--- config.mk ---
export PLATFORM = sky130hd
export DESIGN_NAME = instr_decode_stage
export DESIGN_NICKNAME = d
export VERILOG_FILES = /design/src/rtl/decode_pkg.sv /design/src/rtl/opcode_decode.sv /design/src/rtl/instr_decode_stage.sv
export SDC_FILE = /design/constraint.sdc
export NUM_CORES = 1
export LEC_CHECK = 0
export CAP_MARGIN = 20
export CORE_MARGIN = 4
export CORE_UTILIZATION = 60
export DETAILED_ROUTE_END_ITERATION = 12
export DONT_BUFFER_PORTS = 1
export PLACE_DENSITY = 0.77
export SLEW_MARGIN = 20
export SYNTH_ARGS = -nofsm -noshare
export SYNTH_HDL_FRONTEND = slang
export SYNTH_HIERARCHICAL = 1
export SYNTH_SLANG_ARGS = --single-unit
--- constraint.sdc ---
create_clock -name clk -period 3.5 [get_ports clk]
set_input_delay 0.7 -clock clk [delete_from_list [all_inputs] [get_ports clk]]
set_output_delay 0.7 -clock clk [all_outputs]
set_load 0.05 [all_outputs]
--- src/rtl/decode_pkg.sv ---
// Shared decode types: imm_sel encodings, opcode ranges, instruction field positions, decoded bundle.
// Imported by the decode stage and by later stages that re-decode opcodes.
package decode_pkg;

   localparam int INSTR_W = 32;
   localparam int OPW     = 6;

   typedef enum logic [1:0] {
      IMM_ZERO   = 2'b00,
      IMM_UPPER  = 2'b01,
      IMM_SEXT16 = 2'b10,
      IMM_SEXT21 = 2'b11
   } imm_sel_t;

   localparam logic [OPW-1:0] OP_RTYPE_LO  = 6'h00;
   localparam logic [OPW-1:0] OP_RTYPE_HI  = 6'h0F;
   localparam logic [OPW-1:0] OP_UPPER     = 6'h10;
   localparam logic [OPW-1:0] OP_ITYPE_LO  = 6'h11;
   localparam logic [OPW-1:0] OP_ITYPE_HI  = 6'h1F;
   localparam logic [OPW-1:0] OP_BRANCH_LO = 6'h20;
   localparam logic [OPW-1:0] OP_BRANCH_HI = 6'h27;

   localparam int A_LSB  = 0;
   localparam int A_W    = 5;
   localparam int B_LSB  = 5;
   localparam int B_W    = 5;
   localparam int C_LSB  = 10;
   localparam int C_W    = 11;
   localparam int RD_LSB = 21;
   localparam int RD_W   = 5;
   localparam int OP_LSB = 26;

   typedef struct packed {
      logic [A_W-1:0]  a;
      logic [B_W-1:0]  b;
      logic [C_W-1:0]  c;
      logic [RD_W-1:0] rd;
      imm_sel_t        imm_sel;
      logic            reg_write;
      logic            is_branch;
      logic            illegal;
   } dec_bundle_t;

   function automatic logic [OPW-1:0] get_op(input logic [INSTR_W-1:0] instr);
      return instr[OP_LSB +: OPW];
   endfunction

endpackage

--- src/rtl/opcode_decode.sv ---
// Combinational opcode -> decoded bundle; zero latency, no state, no backpressure.
// DECODE_ILLEGAL_TRAP_EN flags opcodes 0x28-0x3F as illegal; otherwise they decode as NOPs.
module opcode_decode
   import decode_pkg::*;
(
   input  logic [INSTR_W-1:0] instr,
   output dec_bundle_t        dec
);

   logic [OPW-1:0] op;

   assign op = get_op(instr);

   always_comb begin
      dec         = '0;
      dec.a       = instr[A_LSB  +: A_W];
      dec.b       = instr[B_LSB  +: B_W];
      dec.c       = instr[C_LSB  +: C_W];
      dec.rd      = instr[RD_LSB +: RD_W];
      dec.imm_sel = IMM_ZERO;
      case (op) inside
         [OP_RTYPE_LO:OP_RTYPE_HI]: begin
            dec.reg_write = 1'b1;
         end
         OP_UPPER: begin
            dec.imm_sel   = IMM_UPPER;
            dec.reg_write = 1'b1;
         end
         [OP_ITYPE_LO:OP_ITYPE_HI]: begin
            dec.imm_sel   = IMM_SEXT16;
            dec.reg_write = 1'b1;
         end
         [OP_BRANCH_LO:OP_BRANCH_HI]: begin
            dec.imm_sel   = IMM_SEXT21;
            dec.is_branch = 1'b1;
         end
         default: begin
`ifdef DECODE_ILLEGAL_TRAP_EN
            dec.illegal = 1'b1;
`else
            dec.illegal = 1'b0;
`endif
         end
      endcase
   end

endmodule

--- src/rtl/instr_decode_stage.sv ---
// Decode stage: 2-entry skid (main M + skid S), 1-cycle accept->out_valid, 1/cycle, in_ready registered.
// DECODE_ILLEGAL_TRAP_EN: after an illegal word is accepted, in_ready stays low until flush or reset.
module instr_decode_stage
   import decode_pkg::*;
#(
   parameter int CNT_W = 16
)
(
   input  logic             clk,
   input  logic             rst_n,
   input  logic             flush,
   input  logic             in_valid,
   input  logic [31:0]      in_instr,
   output logic             in_ready,
   output logic             out_valid,
   input  logic             out_ready,
   output logic [4:0]       out_a,
   output logic [4:0]       out_b,
   output logic [10:0]      out_c,
   output logic [4:0]       out_rd,
   output logic [1:0]       out_imm_sel,
   output logic             out_reg_write,
   output logic             out_is_branch,
   output logic             out_illegal,
   output logic [CNT_W-1:0] dec_count
);

   dec_bundle_t      in_dec;
   dec_bundle_t      m_dat, m_dat_d;
   dec_bundle_t      s_dat, s_dat_d;
   logic             m_vld, m_vld_d;
   logic             s_vld, s_vld_d;
   logic             rdy_q, rdy_d;
   logic             accept, consume;
   logic [CNT_W-1:0] cnt_q;
`ifdef DECODE_ILLEGAL_TRAP_EN
   logic             trap_q, trap_d;
`endif

   opcode_decode u_dec (
      .instr (in_instr),
      .dec   (in_dec)
   );

   assign accept  = in_valid && rdy_q;
   assign consume = m_vld && out_ready;

   always_comb begin
      m_vld_d = m_vld;
      m_dat_d = m_dat;
      s_vld_d = s_vld;
      s_dat_d = s_dat;
`ifdef DECODE_ILLEGAL_TRAP_EN
      trap_d  = trap_q;
`endif
      if (flush) begin
         m_vld_d = 1'b0;
         s_vld_d = 1'b0;
`ifdef DECODE_ILLEGAL_TRAP_EN
         trap_d  = 1'b0;
`endif
      end else begin
         if (consume) begin
            // in_ready is low whenever S is occupied, so S refill and accept never collide
            if (s_vld) begin
               m_dat_d = s_dat;
               s_vld_d = 1'b0;
            end else if (accept) begin
               m_dat_d = in_dec;
            end else begin
               m_vld_d = 1'b0;
            end
         end else if (accept) begin
            if (m_vld) begin
               s_vld_d = 1'b1;
               s_dat_d = in_dec;
            end else begin
               m_vld_d = 1'b1;
               m_dat_d = in_dec;
            end
         end
`ifdef DECODE_ILLEGAL_TRAP_EN
         if (accept && in_dec.illegal) begin
            trap_d = 1'b1;
         end
`endif
      end
   end

`ifdef DECODE_ILLEGAL_TRAP_EN
   assign rdy_d = !s_vld_d && !trap_d;
`else
   assign rdy_d = !s_vld_d;
`endif

   always_ff @(posedge clk) begin
      if (!rst_n) begin
         m_vld <= 1'b0;
         s_vld <= 1'b0;
         m_dat <= '0;
         s_dat <= '0;
         rdy_q <= 1'b1;
         cnt_q <= '0;
      end else begin
         m_vld <= m_vld_d;
         s_vld <= s_vld_d;
         m_dat <= m_dat_d;
         s_dat <= s_dat_d;
         rdy_q <= rdy_d;
         cnt_q <= cnt_q + {{(CNT_W-1){1'b0}}, consume};
      end
   end

`ifdef DECODE_ILLEGAL_TRAP_EN
   always_ff @(posedge clk) begin
      if (!rst_n) begin
         trap_q <= 1'b0;
      end else begin
         trap_q <= trap_d;
      end
   end
`endif

   assign in_ready      = rdy_q;
   assign out_valid     = m_vld;
   assign out_a         = m_dat.a;
   assign out_b         = m_dat.b;
   assign out_c         = m_dat.c;
   assign out_rd        = m_dat.rd;
   assign out_imm_sel   = m_dat.imm_sel;
   assign out_reg_write = m_dat.reg_write;
   assign out_is_branch = m_dat.is_branch;
   assign out_illegal   = m_dat.illegal;
   assign dec_count     = cnt_q;

endmodule

==> results.yml, run 1 <==
outcome:
  status: "finished clean"
floorplan:
  start_util: 0.620
  num_rows: 28
  design.die.area_sq_um: 7430
  die_h_um: 86.2
  fp.dieW_um: 86.2
  core_sq_um: 5920
  top_level_ports: 86
timing:
  relSlewSlack: 0.457
  setup-violations-final: 0
  hold_violations: 0
  tightest_slew_ns: 0.814
  fmax_mhz: 404
  slew_violations: 0
  skew_ns: 0.0171
  fin_crit_sh: 0.707
  setup-tns-final_ns: 0
  rsz0062_at_grt: "false"
  period_needed_ns: 2.47
clock_network:
  cts_root_buffer: "clkbuf_8"
  cts_resized: 0
  clock_latency_ns: 0.35
  clkTransAtPathRegs_ns: 0.08
  cts_tree: "built"
  h-tree-depth: 3
  cts_hold_buf: 0
  cts.sinks: 81
  cts_made_buffers: 9
  cts_setup_buffers: 0
  cts_buffer_depth: 2
setup_path:
  r2r-start: "out_valid$_SDFFE_PP0P_"
  critical_path_class: "reg -> reg"
  worstPathMaxFanout: 16
  start_kind: "flop"
  crit_required_ns: 3.73
  crit_path_end_kind: "flop"
  startpoint: "out_valid$_SDFFE_PP0P_"
  crit_arrival_ns: 2.71
  rrSetupSlack_ns: 1.03
worst_hold_path:
  hp-class: "reg -> reg"
  worstHoldStart: "s_dat[6]$_SDFFE_PN0P_"
finish:
  syn_to_final_growth_pct: 0.921
  drive_gt1_frac: 0.0674
  layout_commonest_cell: "nand2_1"
  fin_area_sq_um: 3700
  final_cell_mix: "nand2_1, dfxtp_1, mux2i_1"
  nets: 405
  antenna_cells: 0
synthesis:
  synth_cell_type_count: 31
  netlist_area_sq_um: 3670
  syn-num-nets: 442
  async_flop_share: 0
  synthCells: 403
  yosysSeqAreaShare: 0.442
  synth_top_flop_cell: "dfxtp_1"
  ys_ff_latch: 81
  synth_area_per_cell_sq_um: 9.10
  yosys_warnings: 6
  synth_edf_count: 0
routing:
  vias: 2503
  wl_mm: 6.79
  drtIter0Drc: 76
  drcViolationCount: 0
  drtAntennaViolNets: 0
  dr.pass1.iters: 4
  routedWlPerCell_um: 15.2
  routed_via_density: 5.61
global_route:
  grt_pass1_vias: 2401
  grt_max_degree: 81
  antenna_found_initial: 0
  grt_usage: 0.186
  grt_pass1_wl_mm: 11.1
  grt-ovfl-total: 0
placed_design:
  placed_cell_area_sq_um: 3500
  numPortBuffers: 0
  gp_congestion: 0.807
  dp_hpwl_mm: 4.38
pwr:
  power_density_nw_per_um2: 490
  leakagePower_uw: 0.00186
  irDropWorstVdd_uv: 311
job:
  cap_violations: 0
[where the power goes]
part	internal, uW	switching (uW)
Clock	347	331
Sequential	950	111
Combinational	40.3	34.0
[path summary, 6_finish.rpt]
path | endpoint | cells after the start
max | out_c[8]$_SDFFE_PN0P_ | 5
min reg2reg | s_dat[6]$_SDFFE_PN0P_ | 2
min | s_dat[6]$_SDFFE_PN0P_ | 2
max reg2reg | out_c[8]$_SDFFE_PN0P_ | 5
[cell families (layout without fill, tap and decap cells)]
kind of cell    count (synthesis)  count (layout)  share of synthesized area
flops                          81              81                      0.442
mux                            32              32                     0.0873
fa+ha+maj                       2               2                    0.00682
xor+xnor                       13              13                     0.0310
simple gates                  146             146                      0.177
other cells                     1               1                    0.00102
compound gates                 68              68                      0.161
buf+inv                        60              28                     0.0935
[cell type report]
class,count,area (sq um)
clock buffers,11,141
clock inverters,5,55.1
fillers,505,2220
inverters,7,26.3
multi-input cells,262,1730
flip-flops and latches,81,1620
well taps,75,93.8
repair buffers,5,37.5
[cells in the mapped netlist (all sizes together), types with 4 or more instances]
cell type  number  area, sq um
o211a          31          310
and2           15         93.8
nor4            4         25.0
dfxtp          81         1620
nand2          98          368
inv             7         26.3
nor3            5         25.0
mux2i          32          320
xor2            8         70.1
clkbuf         13         48.8
a21boi         31          233
nand4           5         31.3
xnor2           5         43.8
nand3           8         40.0
buf            40          268
[stage by stage]
step	utilization	setup slack (ns)	hold WS (ns)	cells	power [uW]
after floorplan	-	1.35	0.434	403	1180
after global placement	0.592	1.06	0.440	430	1160
after detailed placement	0.592	1.03	0.445	430	1160
after CTS	0.625	0.978	0.457	446	1820
after global routing	0.625	0.822	0.471	446	1870
final	0.625	1.03	0.458	446	1810
[routing by layer]
metal,share of wire,global-route usage
met2,0.47,0.311
met4,0.016,0.0807
met1,0.43,0.218
met5,0,0
met3,0.087,0.0608
[worst max-delay path, cell delays in order, from the launching register on]
cell and delay, ns:
dfxtp_1 0.86, nand3_2 0.64, buf_4 0.45, mux2i_1 0.20, nand2_1 0.08, o211a_1 0.14
[state kept, by name, indices dropped and copies added (netlist names), 2 cells and up]
signal       cells
out_b            5
s_dat           31
out_a            5
out_rd           5
out_c           11
dec_count       16
out_imm_sel      2
No activity file was read; power rests on OpenSTA's default activity.
==> inputs of run 2 (changes only) <==
- clock period: 3.5 -> 2.28 ns (I/O delays scaled with it)
==> run 2 against run 1 <==
Effect of this change: hold slack got worse by 0.22 ns; first-iteration DRC count fell by 12%; setup slack got worse by 0.53 ns; non-clock buffer count rose by 18; via count rose by 2.7%; clock skew fell by 0.010 ns; sequential share of layout area fell by 1.4 points; fmax rose by 38%; routed wire length rose by 2.8%; critical endpoint unchanged; highest routed layer unchanged.
==> results.yml, run 2 (synthesized netlist as in run 1, its figures left out) <==
clock_network:
  cts.sinks: 81
  cts_root_buffer: "clkbuf_8"
  clkTransAtPathRegs_ns: 0.08
  cts_hold_buf: 0
  cts_resized: 0
  h-tree-depth: 3
  cts_tree: "built"
  cts_buffer_depth: 2
  cts_made_buffers: 9
  cts_setup_buffers: 0
  clock_latency_ns: 0.34
global_route:
  grt_pass1_vias: 2414
  grt_usage: 0.190
  grt_pass1_wl_mm: 11.3
  grt-ovfl-total: 0
  antenna_found_initial: 0
  grt_max_degree: 81
setup_path:
  worstPathMaxFanout: 42
  critical_path_class: "reg -> reg"
  crit_arrival_ns: 2.02
  r2r_end: "out_c[8]$_SDFFE_PN0P_"
  rrSetupSlack_ns: 0.49
  crit_family: "buffers and inverters"
  cp_slowest_cell: "buf_4"
  r2r-start: "out_valid$_SDFFE_PP0P_"
  cp_cell_sequence: "buf_4, nand2_1, a221oi_4, buf_4, nand2_1, o211a_1"
  rr_worst_depth: 6
  crit_required_ns: 2.52
  crit_path_end_kind: "flop"
  crit_buf_inv: 2
  critPathMaxStageDelay_ns: 0.42
  start_kind: "flop"
finish:
  drive_gt1_frac: 0.105
  final.fill_count: 508
  largest_reg_flops: 31
  antenna_cells: 0
  layout_commonest_cell: "nand2_1"
  nets: 423
  multiInputGateArea_sq_um: 1730
  final_util: 0.646
  regMostFlops: "s_dat"
  final_cell_mix: "nand2_1, dfxtp_1, mux2i_1"
  regArea_sq_um: 1620
  syn_to_final_growth_pct: 4.30
pwr:
  leakagePower_uw: 0.00196
  power_density_nw_per_um2: 701
  p_total_uw: 2680
  irDropWorstVdd_uv: 442
floorplan:
  num_rows: 28
  core_sq_um: 5920
  top_level_ports: 86
  die_h_um: 86.2
  fp.dieW_um: 86.2
  design.die.area_sq_um: 7430
  start_util: 0.620
timing:
  setup-tns-final_ns: 0
  rsz0062_at_grt: "false"
  setup-violations-final: 0
  period_needed_ns: 1.79
  fmax_mhz: 560
  skew_ns: 0.00668
  tightest_slew_ns: 0.572
  relSlewSlack: 0.618
  slew_violations: 0
  fin_crit_sh: 0.784
  hold_violations: 0
routing:
  routed_via_density: 5.54
  drcViolationCount: 0
  drtIter0Drc: 67
  vias: 2571
  wl_mm: 6.98
  routedWlPerCell_um: 15.0
  drtAntennaViolNets: 0
  dr.pass1.iters: 4
worst_hold_path:
  worstHoldStart: "in_instr[22]"
  hp-class: "in -> reg"
  hold_depth: 2
  whs_endpoint: "s_dat[6]$_SDFFE_PN0P_"
placed_design:
  numPortBuffers: 0
  gp_congestion: 0.777
  dp_hpwl_mm: 4.62
job:
  cap_violations: 0
outcome:
  status: "finished clean"
## run 2: through the flow
step | cells | area (sq um) | hold WS [ns] | worst slack [ns]
final | 464 | 3830 | 0.240 | 0.493
after global routing | 464 | 3830 | 0.220 | 0.346
after CTS | 464 | 3830 | 0.218 | 0.492
after detailed placement | 448 | 3650 | 0.447 | 0.434
after global placement | 448 | 3650 | 0.440 | 0.488
after floorplan | 403 | 3670 | 0.434 | 0.128
## run 2: final cells by class
| cell class | count | area share |
|---|---|---|
| clock inverters | 3 | 0.00392 |
| well taps | 75 | 0.0245 |
| inverters | 7 | 0.00687 |
| multi-input cells | 262 | 0.451 |
| repair buffers | 23 | 0.0484 |
| flip-flops and latches | 81 | 0.424 |
| clock buffers | 13 | 0.0415 |
## run 2: routing by layer
metal  global-route usage  up-vias  part of all wire
met1                0.230     1210              0.44
met4               0.0722        0             0.012
met3               0.0722        8             0.081
li1                     -     1297                 -
met2                0.306       56              0.47
met5                    0        -                 0
## run 2: power by group
group          leakage [uW]  switching [uW]  internal, uW
combinational       0.00121            63.0          64.3
clock             0.0000932             483           451
sequential         0.000659             162          1460
## run 2: worst max-delay path by stage
stage	startpoint	to	slack (ns)	cells after the start
2_1_floorplan	out_valid$_SDFFE_PP0P_	dec_count[14]$_SDFF_PN0_	0.13	8
3_3_place_gp	out_ready	dec_count[14]$_SDFF_PN0_	0.49	7
3_5_place_dp	out_ready	dec_count[12]$_SDFF_PN0_	0.43	7
4_1_cts	out_valid$_SDFFE_PP0P_	out_imm_sel[1]$_SDFFE_PN0P_	0.49	6
5_1_grt	dec_count[0]$_SDFF_PN0_	dec_count[14]$_SDFF_PN0_	0.35	7
6_report	out_valid$_SDFFE_PP0P_	out_c[8]$_SDFFE_PN0P_	0.49	6
## run 2: worst register-to-register path: cells and delay by family (launching register included)
kind / cells / cell delay [ns]
buf+inv: 2 / 0.68
compound gates: 2 / 0.43
flops: 1 / 0.33
simple gates: 2 / 0.25
==> RTL edit: new RTL, flow settings as in run 1 <==
Build with the macro `DECODE_ILLEGAL_TRAP_EN` defined.
--- a/src/rtl/opcode_decode.sv
+++ b/src/rtl/opcode_decode.sv
@@ -1,5 +1,7 @@
 // Combinational opcode -> decoded bundle; zero latency, no state, no backpressure.
 // DECODE_ILLEGAL_TRAP_EN flags opcodes 0x28-0x3F as illegal; otherwise they decode as NOPs.
+`define DECODE_ILLEGAL_TRAP_EN
+
 module opcode_decode
    import decode_pkg::*;
 (
Behaviour: not the same (Yosys sat finds a counterexample within 4 cycles, from zero or initial values and one cycle with rst_n low).
==> RTL edit against run 1 <==
- wire length decreased by 0.46%
- power increased by 6.1%
- count of clock-buffer cells in the layout increased by 2
- synthesized area decreased by 4.0%
- sequential cell count increased by 1
- sequential share of layout area increased by 2.0 points
- utilization increased by 1.3 points
- setup slack improved by 0.16 ns
- cell area decreased by 3.3%
- non-clock buffer count decreased by 2
- critical path depth decreased by 1
- die area decreased by 3.6%
- synthesized cell count increased by 1.7%
- critical path type unchanged
- critical endpoint is now out_b[3]
- largest cell class is now flip-flops and latches
==> RTL edit: results (changes against run 1) <==
| Metric | Value |
|---|---|
| Status | complete, no violations |
| PortBufs | 0 (unchanged) |
| Met1 usage | 23.0% (+1.2 points) |
| H-tree depth | 3 (unchanged) |
| Met2 usage | 32.1% (+0.99 points) |
| Detailed Place HPWL | 4560 microns (+4.0%) |
| Vias in the first global route | 2414 (+0.54%) |
| Worst Hold Launch | s_dat[25] |
| Unique masters post-synth | 33 (+6.5%) |
| Met3 usage | 6.97% (+0.88 points) |
| CP peak stage delay | 0.80 ns (-0.06 ns) |
| Layout cells sized above 1 | 6.08% (-0.65 points) |
| Hold Path Class | flop to flop |
| Starting DRT DRC Count | 103 (+36%) |
| LEAKAGE | 1.41 nW (-24%) |
| Top layer in use | met4 |
| Post-synthesis mux area share | 9.09% (+0.36 points) |
| Hold EP | s_dat[25] |
| DR WL met2 | 3270 microns (+3.2%) |
| Hold WS | 0.455 ns (-0.00356 ns) |
| Total CTS buffers | 9 (unchanged) |
| Sequential element share of the synthesized area | 46.6% (+2.4 points) |
| Avg WL per Cell | 15.0 microns (-1.3%) |
| First-pass GRT wire length | 11400 microns (+2.7%) |
| Ranking of synthesized cells by area | dfxtp_1, mux2i_1, nand2_1 |
| Nets@finish | 413 (+2.0%) |
| Clk root buf | clkbuf_8 |
| Post_cts resized | 0 (unchanged) |
| Post-Synth XOR/XNOR Area | 1.99% (-1.1 points) |
| Delay-heaviest family, CP | simple AND/OR/NAND/NOR gates |
| Hold depth | 2 (unchanged) |
| Worst skew pair latency | 0.34 ns |
| FF-to-FF Start | out_valid |
| Synth Area in Compound Gates | 14.0% (-2.1 points) |
| Via Count | 2544 (+1.6%) |
| Reg2reg path depth | 4 (-1) |
| Ys Warns | 6 (unchanged) |
| Peak VDD IR | 0.265 mV (-15%) |
| Met3 Wirelength | 619 microns (+4.6%) |
| Top cells by count, synth | dfxtp_1, nand2_1, nor2_1 |
| GP Congestion | 0.776 (-3.9%) |
| Final Skew | 0.00834 ns (-0.00877 ns) |
| DRC viols | 0 (unchanged) |
| Slew @ Worst Pin | 1.06 ns (+0.249 ns) |
| DRT Pass-1 Iters | 5 (+1) |
| Synth Area in Adders | 0.710% (+0.028 points) |
| Largest net degree at the start of global routing | 63 (-22%) |
| GR Util All Layers | 19.5% (+0.90 points) |
| Largest family of logic cells by synthesized area | simple AND/OR/NAND/NOR gates |
| # fillers | 507 (+0.40%) |
| Post CTS Setup Buffer Count | 0 (unchanged) |
| Reg2reg end | out_b[3] |
| R2r setup slk | 1.19 ns (+0.16 ns) |
| Max FO, Critical Path | 31 (+15) |
| DRT met1 WL | 2760 microns (-5.5%) |
| Initial antenna violation count | 0 (unchanged) |
| Critical Path AT | 2.55 ns (-0.16 ns) |
| Syn nets | 449 (+1.6%) |
## RTL edit: layout make-up
cell class,instances,area share (%)
tap,72,2.52
sequential,82,45.8
inverter,6,0.629
clock buffer,13,4.44
timing repair buffer,3,0.629
multi-input combinational,272,44.3
clock inverter,2,1.68
## RTL edit: worst max path at each step
| stage | cells past startpoint | slack (ns) | from | endpoint |
|---|---|---|---|---|
| after CTS | 4 | 1.14 | out_valid | out_b[3] |
| after floorplan | 6 | 1.39 | out_valid | dec_count[13] |
| after detailed placement | 4 | 1.20 | out_valid | out_c[8] |
| final | 4 | 1.19 | out_valid | out_b[3] |
| after global placement | 4 | 1.26 | in_ready | s_dat[20] |
| after global routing | 5 | 0.97 | out_valid | out_a[4] |
## RTL edit: stage by stage
stage	utilization [%]	cell area (sq um)	worst slack [ns]	power, W	instances
2_1_floorplan	-	3520	1.39	0.00120	410
3_3_place_gp	60.0	3360	1.26	0.00119	435
3_5_place_dp	60.0	3360	1.20	0.00119	435
4_1_cts	63.9	3580	1.14	0.00194	450
5_1_grt	63.9	3580	0.972	0.00201	450
6_report	63.9	3580	1.19	0.00192	450
## RTL edit: logic make-up (layout without fill, tap and decap cells)
| family | Yosys count | in the layout |
|---|---|---|
| multiplexers | 32 | 32 |
| AO/OA/AOI/OAI | 79 | 79 |
| adder cells (fa/ha/maj) | 2 | 2 |
| buffers and inverters | 56 | 24 |
| AND/OR/NAND/NOR | 151 | 151 |
| XOR/XNOR | 8 | 8 |
| flip-flops | 82 | 82 |
## RTL edit: where the power goes
group | internal (W) | leakage [nW] | switching (W) | total (W)
logic | 0.0000355 | 0.632 | 0.0000562 | 0.0000917
registers | 0.000963 | 0.667 | 0.000117 | 0.00108
clock network | 0.000438 | 0.110 | 0.000315 | 0.000753
